===== config.mk =====
export PLATFORM = sky130hd
export DESIGN_NAME = div_repsub
export DESIGN_NICKNAME = d
export VERILOG_FILES = /design/src/rtl/div_pkg.sv /design/src/rtl/div_controlpath.sv /design/src/rtl/div_repsub.sv
export SDC_FILE = /design/constraint.sdc
export NUM_CORES = 1
export LEC_CHECK = 0
export CORE_MARGIN = 4
export CORE_UTILIZATION = 50
export DETAILED_ROUTE_END_ITERATION = 6
export GPL_ROUTABILITY_DRIVEN = 0
export GPL_TIMING_DRIVEN = 0
export PLACE_DENSITY = 0.82
export SYNTH_ARGS = -nofsm -noshare
export SYNTH_HDL_FRONTEND = slang
export SYNTH_HIERARCHICAL = 1
export SYNTH_SLANG_ARGS = --single-unit

===== constraint.sdc =====
create_clock -name clk -period 5.6 [get_ports clk]
set_input_delay 0.84 -clock clk [delete_from_list [all_inputs] [get_ports clk]]
set_output_delay 0.84 -clock clk [all_outputs]
set_load 0.02 [all_outputs]

===== src/rtl/div_pkg.sv =====
// rtl/div_pkg.sv - shared constants and state encoding for the repeated-subtraction divider
//
// Purpose: state encoding used by div_controlpath and default operand width.
// Contents: state_t (3-bit), DIV_W.
// Build option: DIV_SINGLE_CYCLE_ITER_EN reuses S_CHECK as the merged ITER state.
package div_pkg;

    localparam int DIV_W = 8;

    typedef enum logic [2:0] {
        S_IDLE  = 3'd0,
        S_LOAD  = 3'd1,
        S_CHECK = 3'd2,
        S_SUB   = 3'd3,
        S_DONE  = 3'd4
    } state_t;

endpackage


===== src/rtl/div_controlpath.sv =====
// rtl/div_controlpath.sv - sequencing FSM for the repeated-subtraction divider
//
// Purpose: walks IDLE -> LOAD -> (CHECK <-> SUB)* -> DONE and issues datapath strobes.
// Ports:
//   clk, rst            clock, asynchronous active-high reset
//   start               request, honoured in IDLE; holds DONE while high
//   lt                  datapath R < B
//   dz_in               live divisor == 0 (meaningful in LOAD)
//   ldR, ldB            capture dividend / divisor (LOAD)
//   clrQ                clear Q and dz flag (IDLE, LOAD)
//   sub, incQ           R <= R - B, Q <= Q + 1
//   setdz               divide-by-zero detected in LOAD
//   busy, done          status, registered
// Build option: DIV_SINGLE_CYCLE_ITER_EN merges CHECK and SUB into one ITER state
// (encoded as S_CHECK) that subtracts every cycle while R >= B.
module div_controlpath
    import div_pkg::*;
(
    input  logic clk,
    input  logic rst,
    input  logic start,
    input  logic lt,
    input  logic dz_in,
    output logic ldR,
    output logic ldB,
    output logic clrQ,
    output logic sub,
    output logic incQ,
    output logic setdz,
    output logic busy,
    output logic done
);

    state_t state;
    state_t nxt;

    logic load_r;
    logic clr_r;
    logic sub_r;

    function automatic state_t next_state(input state_t s, input logic st,
                                           input logic l, input logic z);
        state_t n;
        case (s)
            S_IDLE:  n = st ? S_LOAD : S_IDLE;
            S_LOAD:  n = z ? S_DONE : S_CHECK;
`ifdef DIV_SINGLE_CYCLE_ITER_EN
            S_CHECK: n = l ? S_DONE : S_CHECK;
            S_SUB:   n = S_IDLE;          // not reachable in the merged build
`else
            S_CHECK: n = l ? S_DONE : S_SUB;
            S_SUB:   n = S_CHECK;
`endif
            S_DONE:  n = st ? S_DONE : S_IDLE;
            default: n = S_IDLE;
        endcase
        return n;
    endfunction

    assign nxt = next_state(state, start, lt, dz_in);

    // Status and phase strobes are registered from the next state so they
    // line up with the state register and are all cleared by reset.
    always_ff @(posedge clk or posedge rst) begin
        if (rst) begin
            state  <= S_IDLE;
            busy   <= 1'b0;
            done   <= 1'b0;
            load_r <= 1'b0;
            clr_r  <= 1'b0;
            sub_r  <= 1'b0;
        end else begin
            state  <= nxt;
            busy   <= (nxt == S_LOAD) || (nxt == S_CHECK) || (nxt == S_SUB);
            done   <= (nxt == S_DONE);
            load_r <= (nxt == S_LOAD);
            clr_r  <= (nxt == S_IDLE) || (nxt == S_LOAD);
            sub_r  <= (nxt == S_SUB);
        end
    end

    assign ldR   = load_r;
    assign ldB   = load_r;
    assign clrQ  = clr_r;
    // The zero test needs the divisor present during LOAD, so it is qualified live.
    assign setdz = load_r & dz_in;

`ifdef DIV_SINGLE_CYCLE_ITER_EN
    // ITER subtracts in the same cycle it sees R >= B.
    assign sub  = busy & (state == S_CHECK) & ~lt;
`else
    assign sub  = sub_r;
`endif
    assign incQ = sub;

endmodule


===== src/rtl/div_repsub.sv =====
// rtl/div_repsub.sv - sequential unsigned divider by repeated subtraction
//
// Purpose: quotient/remainder of dividend/divisor, one subtraction per iteration,
// result held in DONE until start drops.
// Ports:
//   clk, rst             clock, asynchronous active-high reset
//   start                request (IDLE), hold (DONE)
//   dividend, divisor    operands, sampled during LOAD only
//   quotient, remainder  views of Q and R; qualify with done
//   busy                 LOAD/CHECK/SUB
//   done                 DONE
//   div_by_zero          DONE with a zero divisor (Q = all ones, R = dividend)
// Build option: DIV_SINGLE_CYCLE_ITER_EN (see div_controlpath), latency q+3 instead of 2q+3.
module div_repsub
    import div_pkg::*;
#(
    parameter int W = DIV_W
) (
    input  logic         clk,
    input  logic         rst,
    input  logic         start,
    input  logic [W-1:0] dividend,
    input  logic [W-1:0] divisor,
    output logic [W-1:0] quotient,
    output logic [W-1:0] remainder,
    output logic         busy,
    output logic         done,
    output logic         div_by_zero
);

    logic [W-1:0] r_q;
    logic [W-1:0] b_q;
    logic [W-1:0] q_q;
    logic         dz_q;

    logic lt;
    logic dz_in;
    logic ldR;
    logic ldB;
    logic clrQ;
    logic sub;
    logic incQ;
    logic setdz;

    assign lt    = (r_q < b_q);
    assign dz_in = (divisor == '0);

    div_controlpath u_ctrl (
        .clk   (clk),
        .rst   (rst),
        .start (start),
        .lt    (lt),
        .dz_in (dz_in),
        .ldR   (ldR),
        .ldB   (ldB),
        .clrQ  (clrQ),
        .sub   (sub),
        .incQ  (incQ),
        .setdz (setdz),
        .busy  (busy),
        .done  (done)
    );

    always_ff @(posedge clk or posedge rst) begin
        if (rst) begin
            r_q  <= '0;
            b_q  <= '0;
            q_q  <= '0;
            dz_q <= 1'b0;
        end else begin
            if (ldR)
                r_q <= dividend;
            else if (sub)
                r_q <= r_q - b_q;

            if (ldB)
                b_q <= divisor;

            // setdz only fires in LOAD, where clrQ is also high, so it must win.
            if (setdz)
                q_q <= '1;
            else if (clrQ)
                q_q <= '0;
            else if (incQ)
                q_q <= q_q + {{(W-1){1'b0}}, 1'b1};

            if (clrQ)
                dz_q <= setdz;
        end
    end

    assign quotient    = q_q;
    assign remainder   = r_q;
    assign div_by_zero = dz_q & done;

endmodule


==> impl_metrics.env <==
export IMPL_fin_tns_setup_ps=0
export IMPL_yosys_area_share_adder_pct=7.35
export IMPL_synth_simple_area_share_pct=16.2
export IMPL_ys_types=43
export IMPL_drv_cap=0
export IMPL_antennaDiodeCount=0
export IMPL_viasPerCell=5.26
export IMPL_synth_edf_count=0
export IMPL_wirelength_um=3710
export IMPL_drc=0
export IMPL_cp_num_buf_inv=2
export IMPL_placedCellCount=265
export IMPL_die_x_um=68.1
export IMPL_gr_total_overflow=0
export IMPL_synth_seq_cells=33
export IMPL_numCtsBuffers=5
export IMPL_synth_top_cells_by_area="dfrtp_1, ha_1, o21ai_0"
export IMPL_drive_above_1_share_pct=7.49
export IMPL_synth_top_cell_area_share_pct=45.7
export IMPL_seq_area_frac_synth_pct=45.7
export IMPL_vdd_ir_drop_max_mv=0.360
export IMPL_setup_viol=0
export IMPL_ctsHoldBuffers=0
export IMPL_die_height_um=68.1
export IMPL_dp_hpwl_um=2740
export IMPL_critPathArrivalTime_ps=2960
export IMPL_place_ws_ps=2910
export IMPL_initial_utilization_pct=52.9
export IMPL_grt_pass1_vias=1438
export IMPL_grt_usage_pct=18.7
export IMPL_yosysMostFrequentCell="dfrtp_1"
export IMPL_fmax_mhz=364
export IMPL_cp_cell_sequence="inv_1 > ha_1 > inv_1 > fa_1 > a211oi_1 > o21bai_1 > a21oi_1 > nor2_1 > a211oi_1 > and2b_4 > nor3_2 > a311oi_2"
export IMPL_drtAntennaViolNets=0
export IMPL_syn_cell_area_um2=1810
export IMPL_synth_warnings=6
export IMPL_synth_common_cells="dfrtp_1, nand2_1, o21ai_0"
export IMPL_max_slew_worst_pin_slew_ps=972
export IMPL_grt_max_degree=26
export IMPL_synth_top_cell_by_area="dfrtp_1"
export IMPL_max_slew_margin_pct=35.1
export IMPL_fin_crit_ps=2750
export IMPL_cts_root_buf="clkbuf_4"
export IMPL_crit_family="compound AO/OA/AOI/OAI gates"
export IMPL_syn_to_final_growth_pct=28.4
export IMPL_grt_pass1_wl_um=6310
export IMPL_syn_inst=182
export IMPL_postCtsSetupRepairBufs=0
export IMPL_htreeDepth=2
export IMPL_drv_slew=0
export IMPL_cts_tree="done"
export IMPL_grt_antenna_before_repair=0
export IMPL_syn_nets=211
export IMPL_core_um2=3420
export IMPL_slowest_stage="fa_1"
export IMPL_synthMuxAreaShare_pct=4.09
export IMPL_fin_ws_ps=2850
export IMPL_endpoint_kind="flop"
export IMPL_slowest_delay_ps=410
export IMPL_clk_insertion_delay_late_ps=340
export IMPL_critPathMaxFanout=4
export IMPL_die_area_um2=4640
export IMPL_rsz0062_at_grt="false"
export IMPL_synth_xor_area_share_pct=3.88
export IMPL_layout_nets=255
export IMPL_worstPathRequired_ps=5810
export IMPL_cts_resized=0
export IMPL_clk_path_buf_depth=2
export IMPL_hold_path_class="reg2reg"
export IMPL_total_leakage_power_nw=1.00
export IMPL_hold_viol_final=0
export IMPL_ys_async_sr_fraction_pct=100
export IMPL_power_density_nw_per_um2=545
export IMPL_port_buffers=37
export IMPL_core_rowCount=21
export IMPL_syn_avg_cell_area_um2=9.92
export IMPL_io_pins=38
export IMPL_cts_sinks=33
export IMPL_cts_reportedPaths_clkPinSlew_ps=100
export IMPL_fin_skew_ps=7.72
export IMPL_drt_iter0_drc=77
export IMPL_via_count=1437
export IMPL_synthFlopType="dfrtp_1"
export IMPL_critPathLaunchType="flop"
export IMPL_synth_top_family_by_area="compound AO/OA/AOI/OAI gates"
export IMPL_path_class="reg2reg"
export IMPL_outcome="finished, final reports clean"
export IMPL_dr_pass1_iters=4
export IMPL_fin_cells=273
export IMPL_synth_compound_area_share_pct=17.9
export IMPL_wl_per_cell_um=13.6
export IMPL_post_route_period_util_pct=49.1
==> layer usage <==
metal | part of all wire (%) | GRT usage, % | up-vias | wire length, µm
met5 | 0 | 0 | - | 0
met4 | 2.3 | 10.4 | 0 | 86
met3 | 3.6 | 3.45 | 7 | 135
met2 | 48 | 30.7 | 24 | 1770
met1 | 46 | 22.9 | 680 | 1720
li1 | - | - | 726 | -
==> final timing paths <==
| check | endpoint | start | cells past startpoint | slack (ps) |
|---|---|---|---|---|
| min reg2reg | dz_q | dz_q | 1 | 520 |
| min | dz_q | dz_q | 1 | 520 |
| min in group asynchronous | u_ctrl/incQ | rst | 2 | 760 |
| max in group asynchronous | remainder[2] | rst | 2 | 3960 |
| max reg2reg | u_ctrl/busy | remainder[0] | 12 | 2850 |
| max | u_ctrl/busy | remainder[0] | 12 | 2850 |
==> registers in the layout, summed over array words and instances (netlist names) <==
signal / count
b_q: 8
dz_q: 1
u_ctrl/busy: 1
u_ctrl/state: 3
u_ctrl/ldB: 1
remainder: 8
u_ctrl/clrQ: 1
u_ctrl/incQ: 1
quotient: 8
u_ctrl/done: 1
==> cell families (layout without fill, tap and decap cells) <==
logic type | after synthesis | after routing
and+or+nand+nor | 56 | 56
buffers and inverters | 21 | 66
muxes | 7 | 7
DFF | 33 | 33
adders and majority gates | 10 | 10
xor gates and xnor gates | 8 | 8
AOI/OAI and AO/OA | 47 | 47
==> area by class of cell <==
cell class | count | area (µm²)
Buffer | 8 | 37.5
Clock buffer | 7 | 55.1
Clock inverter | 1 | 30.0
Fill cell | 273 | 1100
Inverter | 13 | 48.8
Multi-Input combinational cell | 128 | 893
Sequential cell | 33 | 826
Tap cell | 46 | 57.6
Timing Repair Buffer | 37 | 370
==> power breakdown <==
group          switching (mW)  total, mW  internal, mW
sequential             0.0640      0.387         0.323
clock                  0.0813      0.188         0.107
combinational           0.366      0.690         0.324
==> stage by stage <==
step / total power, mW / util [%] / hold WS, ps / cell area (µm²)
floorplan: 0.878 / - / 473 / 1810
global placement: 1.05 / 65.4 / 502 / 2230
detailed placement: 1.07 / 65.4 / 501 / 2230
CTS: 1.27 / 67.9 / 524 / 2320
global route: 1.37 / 67.9 / 531 / 2320
finish: 1.26 / 67.9 / 518 / 2320
==> placed cells by master (no fill, tap or decap), types with 4 or more instances in the layout <==
cell	instances
ha_1	9
clkbuf_1	7
and2_1	4
xor2_1	4
nand3_1	5
nand2_1	19
o21ai_0	15
dfrtp_1	33
clkbuf_4	5
nor2_1	11
o21a_1	4
o21bai_1	9
inv_1	13
mux2i_1	4
clkdlybuf4s50_1	37
xnor2_1	4
No activity file was read; power rests on OpenSTA's default activity.
